--- src/rtl/i2c_eeprom_pkg.sv ---
// Shared types and constants for the I2C EEPROM slave front end.
package i2c_eeprom_pkg;

    typedef enum logic [3:0] {
        IDLE,
        DEV,
        DEV_ACK,
        WADDR,
        WADDR_ACK,
        WDATA,
        WDATA_ACK,
        RDATA,
        RACK
    } i2c_state_e;

    localparam logic [6:0] DEV_ADDR_DEF = 7'b1010000;
    localparam logic       RW_WRITE     = 1'b0;
    localparam logic       RW_READ      = 1'b1;
    localparam logic       ACK          = 1'b0;
    localparam logic       NACK         = 1'b1;

endpackage

--- src/rtl/i2c_bus_sync.sv ---
// SCL/SDA synchronizers, edge detection and START/STOP detection.
module i2c_bus_sync (
    input  logic clk,
    input  logic rst,
    input  logic scl_i,
    input  logic sda_i,
    output logic scl_rise,
    output logic scl_fall,
    output logic sda_s,
    output logic start_det,
    output logic stop_det
);

    // [0],[1] synchronize, [2] holds the previous synchronized value
    logic [2:0] scl_q;
    logic [2:0] sda_q;
    logic       scl_hi;

    always_ff @(posedge clk or posedge rst) begin
        if (rst) begin
            scl_q <= '1;
            sda_q <= '1;
        end else begin
            scl_q <= {scl_q[1:0], scl_i};
            sda_q <= {sda_q[1:0], sda_i};
        end
    end

    assign sda_s     = sda_q[1];
    assign scl_hi    = scl_q[1] & scl_q[2];
    assign scl_rise  = scl_q[1] & ~scl_q[2];
    assign scl_fall  = ~scl_q[1] & scl_q[2];
    assign start_det = scl_hi & ~sda_q[1] & sda_q[2];
    assign stop_det  = scl_hi & sda_q[1] & ~sda_q[2];

endmodule

--- src/rtl/i2c_eeprom_slave_ctrl.sv ---
// Bit-level I2C slave for a 24C02-style EEPROM: framing, ACK, read data
// and pointer/write strobes to the address-pointer stage.
module i2c_eeprom_slave_ctrl
    import i2c_eeprom_pkg::*;
#(
    parameter logic [6:0] DEV_ADDR = DEV_ADDR_DEF,
    parameter int         ADDR_W   = 8,
    parameter int         DATA_W   = 8
) (
    input  logic              clk,
    input  logic              rst,
    input  logic              scl_i,
    input  logic              sda_i,
    output logic              sda_oe,
    output logic              ptr_load,
    output logic [ADDR_W-1:0] addr_o,
    output logic              ptr_inc,
    output logic              wr_en,
    output logic [DATA_W-1:0] wdata_o,
    input  logic [DATA_W-1:0] rdata_i,
    output logic              busy
);

    i2c_state_e state, state_nx;

    logic       scl_rise, scl_fall, sda_s;
    logic       start_det, stop_det;
    logic [7:0] shreg, rx_byte, rd_byte;
    logic [3:0] bit_cnt;
    logic       mack;
    logic       rx_state, ack_state;
    logic       byte_done, ack_done, load_rd;

    i2c_bus_sync u_sync (
        .clk       (clk),
        .rst       (rst),
        .scl_i     (scl_i),
        .sda_i     (sda_i),
        .scl_rise  (scl_rise),
        .scl_fall  (scl_fall),
        .sda_s     (sda_s),
        .start_det (start_det),
        .stop_det  (stop_det)
    );

    assign rx_byte   = {shreg[6:0], sda_s};
    assign rd_byte   = 8'(rdata_i);
    assign rx_state  = state inside {DEV, WADDR, WDATA};
    assign ack_state = state inside {DEV_ACK, WADDR_ACK, WDATA_ACK};
    assign byte_done = rx_state && scl_rise && (bit_cnt == 4'd7);
    // sda_oe doubles as the ACK phase: first fall drives, second releases
    assign ack_done  = ack_state && scl_fall && sda_oe;
    assign load_rd   = (state == DEV_ACK && ack_done && shreg[0] == RW_READ)
                    || (state == RACK && scl_fall && mack);

    always_ff @(posedge clk or posedge rst) begin
        if (rst) state <= IDLE;
        else     state <= state_nx;
    end

    always_comb begin
        state_nx = state;
        if (stop_det) begin
            state_nx = IDLE;
        end else if (start_det) begin
            state_nx = DEV;
        end else begin
            unique case (state)
                DEV: if (byte_done)
                    state_nx = (shreg[6:0] == DEV_ADDR) ? DEV_ACK : IDLE;
                WADDR: if (byte_done) state_nx = WADDR_ACK;
                WDATA: if (byte_done) state_nx = WDATA_ACK;
                DEV_ACK: if (ack_done)
                    state_nx = (shreg[0] == RW_READ) ? RDATA : WADDR;
                WADDR_ACK, WDATA_ACK: if (ack_done) state_nx = WDATA;
                RDATA: if (scl_fall && bit_cnt == 4'd8) state_nx = RACK;
                RACK: begin
                    if (scl_rise && sda_s == NACK) state_nx = IDLE;
                    else if (scl_fall && mack)     state_nx = RDATA;
                end
                default: state_nx = state;
            endcase
        end
    end

    always_ff @(posedge clk or posedge rst) begin
        if (rst) begin
            shreg    <= '0;
            bit_cnt  <= '0;
            mack     <= 1'b0;
            sda_oe   <= 1'b0;
            busy     <= 1'b0;
            ptr_load <= 1'b0;
            ptr_inc  <= 1'b0;
            wr_en    <= 1'b0;
            addr_o   <= '0;
            wdata_o  <= '0;
        end else begin
            ptr_load <= 1'b0;
            ptr_inc  <= 1'b0;
            wr_en    <= 1'b0;
            if (stop_det || start_det) begin
                bit_cnt <= '0;
                sda_oe  <= 1'b0;
                mack    <= 1'b0;
                if (stop_det) busy <= 1'b0;
            end else if (load_rd) begin
                shreg   <= rd_byte;
                sda_oe  <= ~rd_byte[7];
                ptr_inc <= 1'b1;
                bit_cnt <= '0;
                mack    <= 1'b0;
            end else if (rx_state && scl_rise) begin
                shreg   <= rx_byte;
                bit_cnt <= bit_cnt + 4'd1;
                if (bit_cnt == 4'd7) begin
                    if (state == WADDR) begin
                        ptr_load <= 1'b1;
                        addr_o   <= ADDR_W'(rx_byte);
                    end
                    if (state == WDATA) begin
                        wr_en   <= 1'b1;
                        wdata_o <= DATA_W'(rx_byte);
                    end
                    if (state == DEV && shreg[6:0] != DEV_ADDR)
                        busy <= 1'b0;
                end
            end else if (ack_state && scl_fall) begin
                sda_oe <= ~sda_oe;
                if (!sda_oe && state == DEV_ACK) busy <= 1'b1;
                if (sda_oe) begin
                    bit_cnt <= '0;
                    if (state == WDATA_ACK) ptr_inc <= 1'b1;
                end
            end else if (state == RDATA && scl_rise) begin
                bit_cnt <= bit_cnt + 4'd1;
            end else if (state == RDATA && scl_fall) begin
                if (bit_cnt == 4'd8) begin
                    sda_oe <= 1'b0;
                end else begin
                    shreg  <= {shreg[6:0], 1'b0};
                    sda_oe <= ~shreg[6];
                end
            end else if (state == RACK && scl_rise) begin
                if (sda_s == ACK) mack <= 1'b1;
                else              busy <= 1'b0;
            end
        end
    end

endmodule

--- config.mk ---
export PLATFORM = sky130hd
export DESIGN_NAME = i2c_eeprom_slave_ctrl
export DESIGN_NICKNAME = d
export VERILOG_FILES = /design/src/rtl/i2c_eeprom_pkg.sv /design/src/rtl/i2c_bus_sync.sv /design/src/rtl/i2c_eeprom_slave_ctrl.sv
export SDC_FILE = /design/constraint.sdc
export NUM_CORES = 1
export LEC_CHECK = 0
export BUFFER_PORTS_ARGS = -buffer_cell sky130_fd_sc_hd__buf_4
export CORE_AREA = 2 2 83 85
export CTS_CLUSTER_SIZE = 8
export DETAILED_ROUTE_END_ITERATION = 16
export DIE_AREA = 0 0 85 87
export SLEW_MARGIN = 10
export SYNTH_ARGS = -nofsm -noshare
export SYNTH_HDL_FRONTEND = slang
export SYNTH_SLANG_ARGS = --single-unit
--- constraint.sdc ---
create_clock -name clk -period 5.46 [get_ports clk]
set_clock_uncertainty 0.2 [all_clocks]
set_input_delay 0.273 -clock clk [delete_from_list [all_inputs] [get_ports clk]]
set_output_delay 0.273 -clock clk [all_outputs]
set_load 0.02 [all_outputs]
* Word-level counts from Yosys, hierarchy flattened
Index checks and enable logic that the tools add are counted.
Storage, ports and cells: output and inout bits 21, bits in registers 43, logic and storage cells 171, input bits 12
Cells by class: bitwise gates (word level) 16, multiplexer cells 68, add/sub/neg operators 1, reductions and logical operators 37, equality and inequality tests 36
Operator list (count):
- $mux W4 | 16
- $mux W1 | 43
- $mux W7 | 6
- $ne A4 B4 Y1 const B | 9
- $pmux W4 S7 | 1
- $eq A4 B3 Y1 const B | 5
- $logic_and A1 B1 Y1 | 16
- $ne A3 B2 Y1 const B | 5
- $ne A3 B3 Y1 const B | 5
- $reduce_and A5 Y1 | 3
- $reduce_bool A3 Y1 | 4
- $reduce_bool A4 Y1 | 3
- $ne A5 B3 Y1 const B | 2
- $not A1 Y1 | 9
- $reduce_and A9 Y1 | 1
- $reduce_bool A9 Y1 | 1
- $eq A4 B2 Y1 const B | 2
- $eq A4 B4 Y1 const B | 2
- $reduce_and A8 Y1 | 1
- $and A1 B1 Y1 | 7
- $eq A7 B7 Y1 const B | 1
- $ne A7 B7 Y1 const B | 1
- $reduce_and A6 Y1 | 1
- $reduce_bool A5 Y1 | 1
- 12 further kinds | 13

* Logic depth before layout (Yosys ltp)
word-level depth 10, depth in mapped cells 7, depth with buffers taken out 7

* Modules after synthesis
Synthesis repeated with hierarchy kept, for this count alone.
Unflattened totals: cell total of the unflattened synthesis 217, area total of the unflattened synthesis 2296.0 um^2
Modules (own cells, without submodules):
- i2c_eeprom_slave_ctrl | cells each 206, area an instance 2102.0 um^2, times used 1, sequential area each 925.9 um^2
- i2c_bus_sync | cells each 11, area an instance 193.9 um^2, times used 1, sequential area each 157.7 um^2

* Least setup slack after synthesis
OpenSTA, ideal clock, no wires.
path type register to register, from register u_sync.scl_q[1], to register wdata_o[0], data required time 5.135 ns, clock period less this slack 2.059 ns, setup slack 3.401 ns, setup time 0.125 ns, data arrival time 1.734 ns, path buffers 2, stages on the path, launching flop included 7, path through dfstp_2 -> and4bb_2 -> buf_6 -> nand4b_4 -> nor3b_2 -> buf_4 -> mux2_2
On the way: cells in the longest elaborated chain, start to end 9, elaborated cells between the ends (all ways) 20, classes of those cells bitwise (10); reduce/logical (10)
Ends and longest elaborated chain:
- start, declared | line i2c_bus_sync.sv:15 | logic [2:0] scl_q;
- start signal, assigned | line i2c_bus_sync.sv:24 | scl_q <= {scl_q[1:0], scl_i};
- $not A1 Y1 | line i2c_bus_sync.sv:32 | assign scl_fall = ~scl_q[1] & scl_q[2];
- $and A1 B1 Y1 | line i2c_bus_sync.sv:32
- $logic_and A1 B1 Y1 (2 in series) | line i2c_eeprom_slave_ctrl.sv:52 | assign ack_done = ack_state && scl_fall && sda_oe;
- $logic_and A1 B1 Y1 (2 in series) | line i2c_eeprom_slave_ctrl.sv:53 | assign load_rd = (state == DEV_ACK && ack_done && shreg[0] == RW_READ)
- $logic_or A1 B1 Y1 | line i2c_eeprom_slave_ctrl.sv:54 | || (state == RACK && scl_fall && mack);
- $not A1 Y1 (no line)
- $reduce_and A5 Y1 (no line) *
- end signal, assigned | line i2c_eeprom_slave_ctrl.sv:123 | wdata_o <= DATA_W'(rx_byte);
- end, declared | line i2c_eeprom_slave_ctrl.sv:19 | output logic [DATA_W-1:0] wdata_o,
Mark *: on every way between the ends. The rest lies on a longest branch, timed or not. A chain may end at the register's enable or synchronous reset.

* Worst setup path in the final report
from register state[0], to register wdata_o[4]
On the way: cells in the longest elaborated chain, start to end 9, elaborated cells between the ends (all ways) 19, classes of those cells eq/ne (7); bitwise (1); reduce/logical (11)
Ends and longest elaborated chain:
- start, declared | line i2c_eeprom_slave_ctrl.sv:24 | i2c_state_e state, state_nx;
- start signal, assigned | line i2c_eeprom_slave_ctrl.sv:58 | else state <= state_nx;
- $eq A4 B2 Y1 / $eq A4 B3 Y1 (equally long branches) | line i2c_eeprom_slave_ctrl.sv:49, i2c_eeprom_slave_ctrl.sv:53
- $reduce_bool A3 Y1 | line i2c_eeprom_slave_ctrl.sv:49 | assign ack_state = state inside {DEV_ACK, WADDR_ACK, WDATA_ACK};
- $logic_and A1 B1 Y1 (2 in series) | line i2c_eeprom_slave_ctrl.sv:52
- $logic_and A1 B1 Y1 (2 in series) | line i2c_eeprom_slave_ctrl.sv:53
- $logic_or A1 B1 Y1 | line i2c_eeprom_slave_ctrl.sv:54
- $not A1 Y1 (no line)
- $reduce_and A5 Y1 (no line) *
Marks and branches as above.

==> reports/summary.txt <==
Worst Tran Pin Value -> 0.7191 ns
post-synth top area share -> 42.38%
routed vias -> 1623
Synth Area in Adders -> 1.145%
area post-placement -> 0.002475 mm^2
# fillers -> 625
clock buffer count from CTS -> 5
DRT Pass-1 Iters -> 4
Top delay family on crit path -> simple AND/OR/NAND/NOR gates
Root Buffer Master -> clkbuf_8
R2R Path End -> wdata_o[4]$_DFFE_PP0P_
# rows -> 30
Total GRT Usage -> 13.61%
critical path class -> flop to flop
Final Hold Viols -> 0
worst slack, placed -> 2.756 ns
ANT nets after route -> 0
XOR/XNOR share of the synthesized area -> 0.4009%
grt total ovfl -> 0
outcome -> complete, no violations
critical path required time -> 5.44 ns
Final period util -> 48.76%
Storage cell area -> 0.001084 mm^2
MaxCap Viol Count -> 0
Design Area, Final -> 0.002660 mm^2
# diodes -> 0
dpl hpwl -> 3255 um
Critical Path Sink -> wdata_o[4]$_DFFE_PP0P_
average size of a mapped cell -> 11.26 um^2
RSZ-0062 raised after global routing -> false
worst-skew pair later-pin latency -> 0.29 ns
number of global-route vias before repair -> 1628
Post-Synth Simple-Gate Area -> 17.93%
CP bufs+invs -> 0
routability cong. -> 0.8762
Post-synth ARST share -> 100.0%
VDD IR max -> 0.1431 mV
worst path cell trace -> and4bb_2 > nand4b_4 > nor3b_2 > mux2_2
Post-synth top cells -> dfrtp_1 (37), nand2_1 (22), mux2_2 (15)
CTS Hold Bufs -> 9
Clock Pin Slew Worst Setup and Hold Paths -> 0.09 ns
worst-path fanout max -> 16
Seq/Total Area, Yosys -> 49.60%
CTS tree -> done
die height -> 87 um
Worst Setup SP -> state[0]$_DFFE_PP0P_
largest area contributor in the netlist -> dfrtp_1
Crit-path slowest cell -> dfrtp_1
largest net degree at the start of global routing -> 44
reg2reg path depth -> 4
Die Area -> 0.007395 mm^2
DRT iter0 DRCs -> 157
routed wire length -> 4725 um
final setup violation count -> 0
fin crit period -> 2.662 ns
hold path start -> rdata_i[2]
reg2reg start -> state[0]$_DFFE_PP0P_
relative slew slack -> 51.85%
R2R Setup Slk -> 2.80 ns
PostCTS Resize Cnt -> 0
# nets final -> 248
H-tree depth -> 2
Post-CTS Setup Bufs -> 0
syn nets -> 208
PortBufs -> 32
final setup TNS -> 0 ns
leak pwr -> 0.001274 uW
post-synthesis mux area share -> 13.97%
Vias/cell -> 5.152
Starting Density -> 33.26%
Netlist cell types -> 53
f_max -> 375.6 MHz
Pwr per Cell Area -> 260.7 mW/mm^2
Worst setup SP type -> flop
synthesized flop and latch total -> 43
Setup crit end kind -> flop
Crit path depth -> 4
clock sink count -> 43
Synth Instances -> 194
Bufs on Longest Clock Path -> 2
Crit path arrival time -> 2.64 ns
utilization after layout -> 40.50%
largest family of logic cells by synthesized area -> simple AND/OR/NAND/NOR gates
I/O pins -> 33
Post-synth EDFFs -> 0
CP peak stage delay -> 0.67 ns
Multi-input gate area -> 0.001025 mm^2
layout cells sized above 1 -> 31.06%
main area contributors after synthesis -> dfrtp_1 (42%), mux2_2 (7.7%), dfstp_2 (7.2%)
synthesis-to-layout area growth -> 21.76%
first-pass GRT wire length -> 8128 um
worst hold path type -> input port to flop
initial antenna violation count -> 0
yosys synthesis warning count -> 0
# DRC -> 0
Slew Limit Fails -> 0
Synth Flop Type -> dfrtp_1
synthesized area -> 0.002185 mm^2
drt wl/cell -> 15.00 um
DIE WIDTH -> 85 um
post-synthesis compound-gate area fraction -> 13.46%
most common cell in the netlist -> dfrtp_1
core area -> 0.006569 mm^2
worst setup slack after layout -> 2.798 ns
-- per-stage QoR --
stage          hold slack (ns)  power [uW]  instances
2_1_floorplan          0.07748       447.7        194
3_3_place_gp            0.1457       481.4        298
3_5_place_dp            0.1475       481.5        298
4_1_cts               0.005819       701.5        315
5_1_grt                0.02694       733.8        315
6_report               0.01019       693.5        315
-- worst register-to-register path, stage by stage (launching register included) --
cell and delay, ns:
dfrtp_1 0.67, and4bb_2 0.45, nand4b_4 0.17, nor3b_2 0.65, mux2_2 0.41
-- per-layer routing --
| metal | vias up | wire length [um] | share of wire, % | global-route usage, % |
|---|---|---|---|---|
| met5 | - | 0 | 0 | 0 |
| met3 | 8 | 239 | 5.1 | 3.697 |
| met4 | 0 | 65 | 1.4 | 4.185 |
| met2 | 47 | 2252 | 48 | 21.66 |
| li1 | 790 | - | - | - |
| met1 | 778 | 2167 | 46 | 18.15 |
-- flip-flops by register name, indices dropped and copies added (netlist names) --
name          cells
u_sync.scl_q      3
ptr_inc           1
u_sync.sda_q      3
addr_o            8
wr_en             1
state             4
shreg             7
busy              1
ptr_load          1
sda_oe            1
mack              1
bit_cnt           4
wdata_o           8
-- kinds of logic (layout without fill, tap and decap cells) --
logic type / count (synthesis) / in the layout
simple gates: 65 / 65
flops: 43 / 43
compound gates: 41 / 41
mux: 28 / 28
buf+inv: 14 / 55
fa+ha+maj: 2 / 2
xor+xnor: 1 / 1
-- layout by cell type, fill, tap and decap left out, types with 3 or more instances in the layout --
cell,Yosys,final
dfstp_2,6,6
clkbuf_8,0,6
mux2i_1,11,11
nor2_1,8,8
dlygate4sd3_1,0,9
nand3_1,4,4
buf_4,1,33
a21oi_1,6,6
nor2b_1,9,9
mux2_2,15,15
nand2_1,22,22
dfrtp_1,37,37
nand2b_1,3,3
inv_1,5,4
o21ai_0,12,12
a31oi_1,3,3
-- how the worst min path moves through the flow --
stage / to / slack, ns / depth (start not counted)
finish: shreg[2]$_DFFE_PP0P_ / 0.01 / 3
detailed placement: u_sync.scl_q[1]$_DFF_PP1_ / 0.15 / 0
floorplan: u_sync.scl_q[0]$_DFF_PP1_ / 0.08 / 0
global route: shreg[2]$_DFFE_PP0P_ / 0.03 / 3
global placement: u_sync.sda_q[1]$_DFF_PP1_ / 0.15 / 0
CTS: shreg[2]$_DFFE_PP0P_ / 0.006 / 3
-- area by class of cell --
cell class,instances,share of cell area (%)
Clock buffer,7,3.246
Tap cell,80,3.763
Timing Repair Buffer,42,12.70
Sequential cell,43,40.73
Clock inverter,1,0.3293
Multi-Input combinational cell,137,38.52
Inverter,5,0.7056
-- power breakdown --
| part | switching (uW) | total, uW | internal [uW] | leakage [uW] |
|---|---|---|---|---|
| sequential | 45.6 | 396 | 351 | 0.000563 |
| clock | 111 | 215 | 104 | 0.0000484 |
| combinational | 39.5 | 82.3 | 42.8 | 0.000663 |
| total | 196 | 694 | 497 | 0.00127 |
Power figures use the tool's default switching activity.
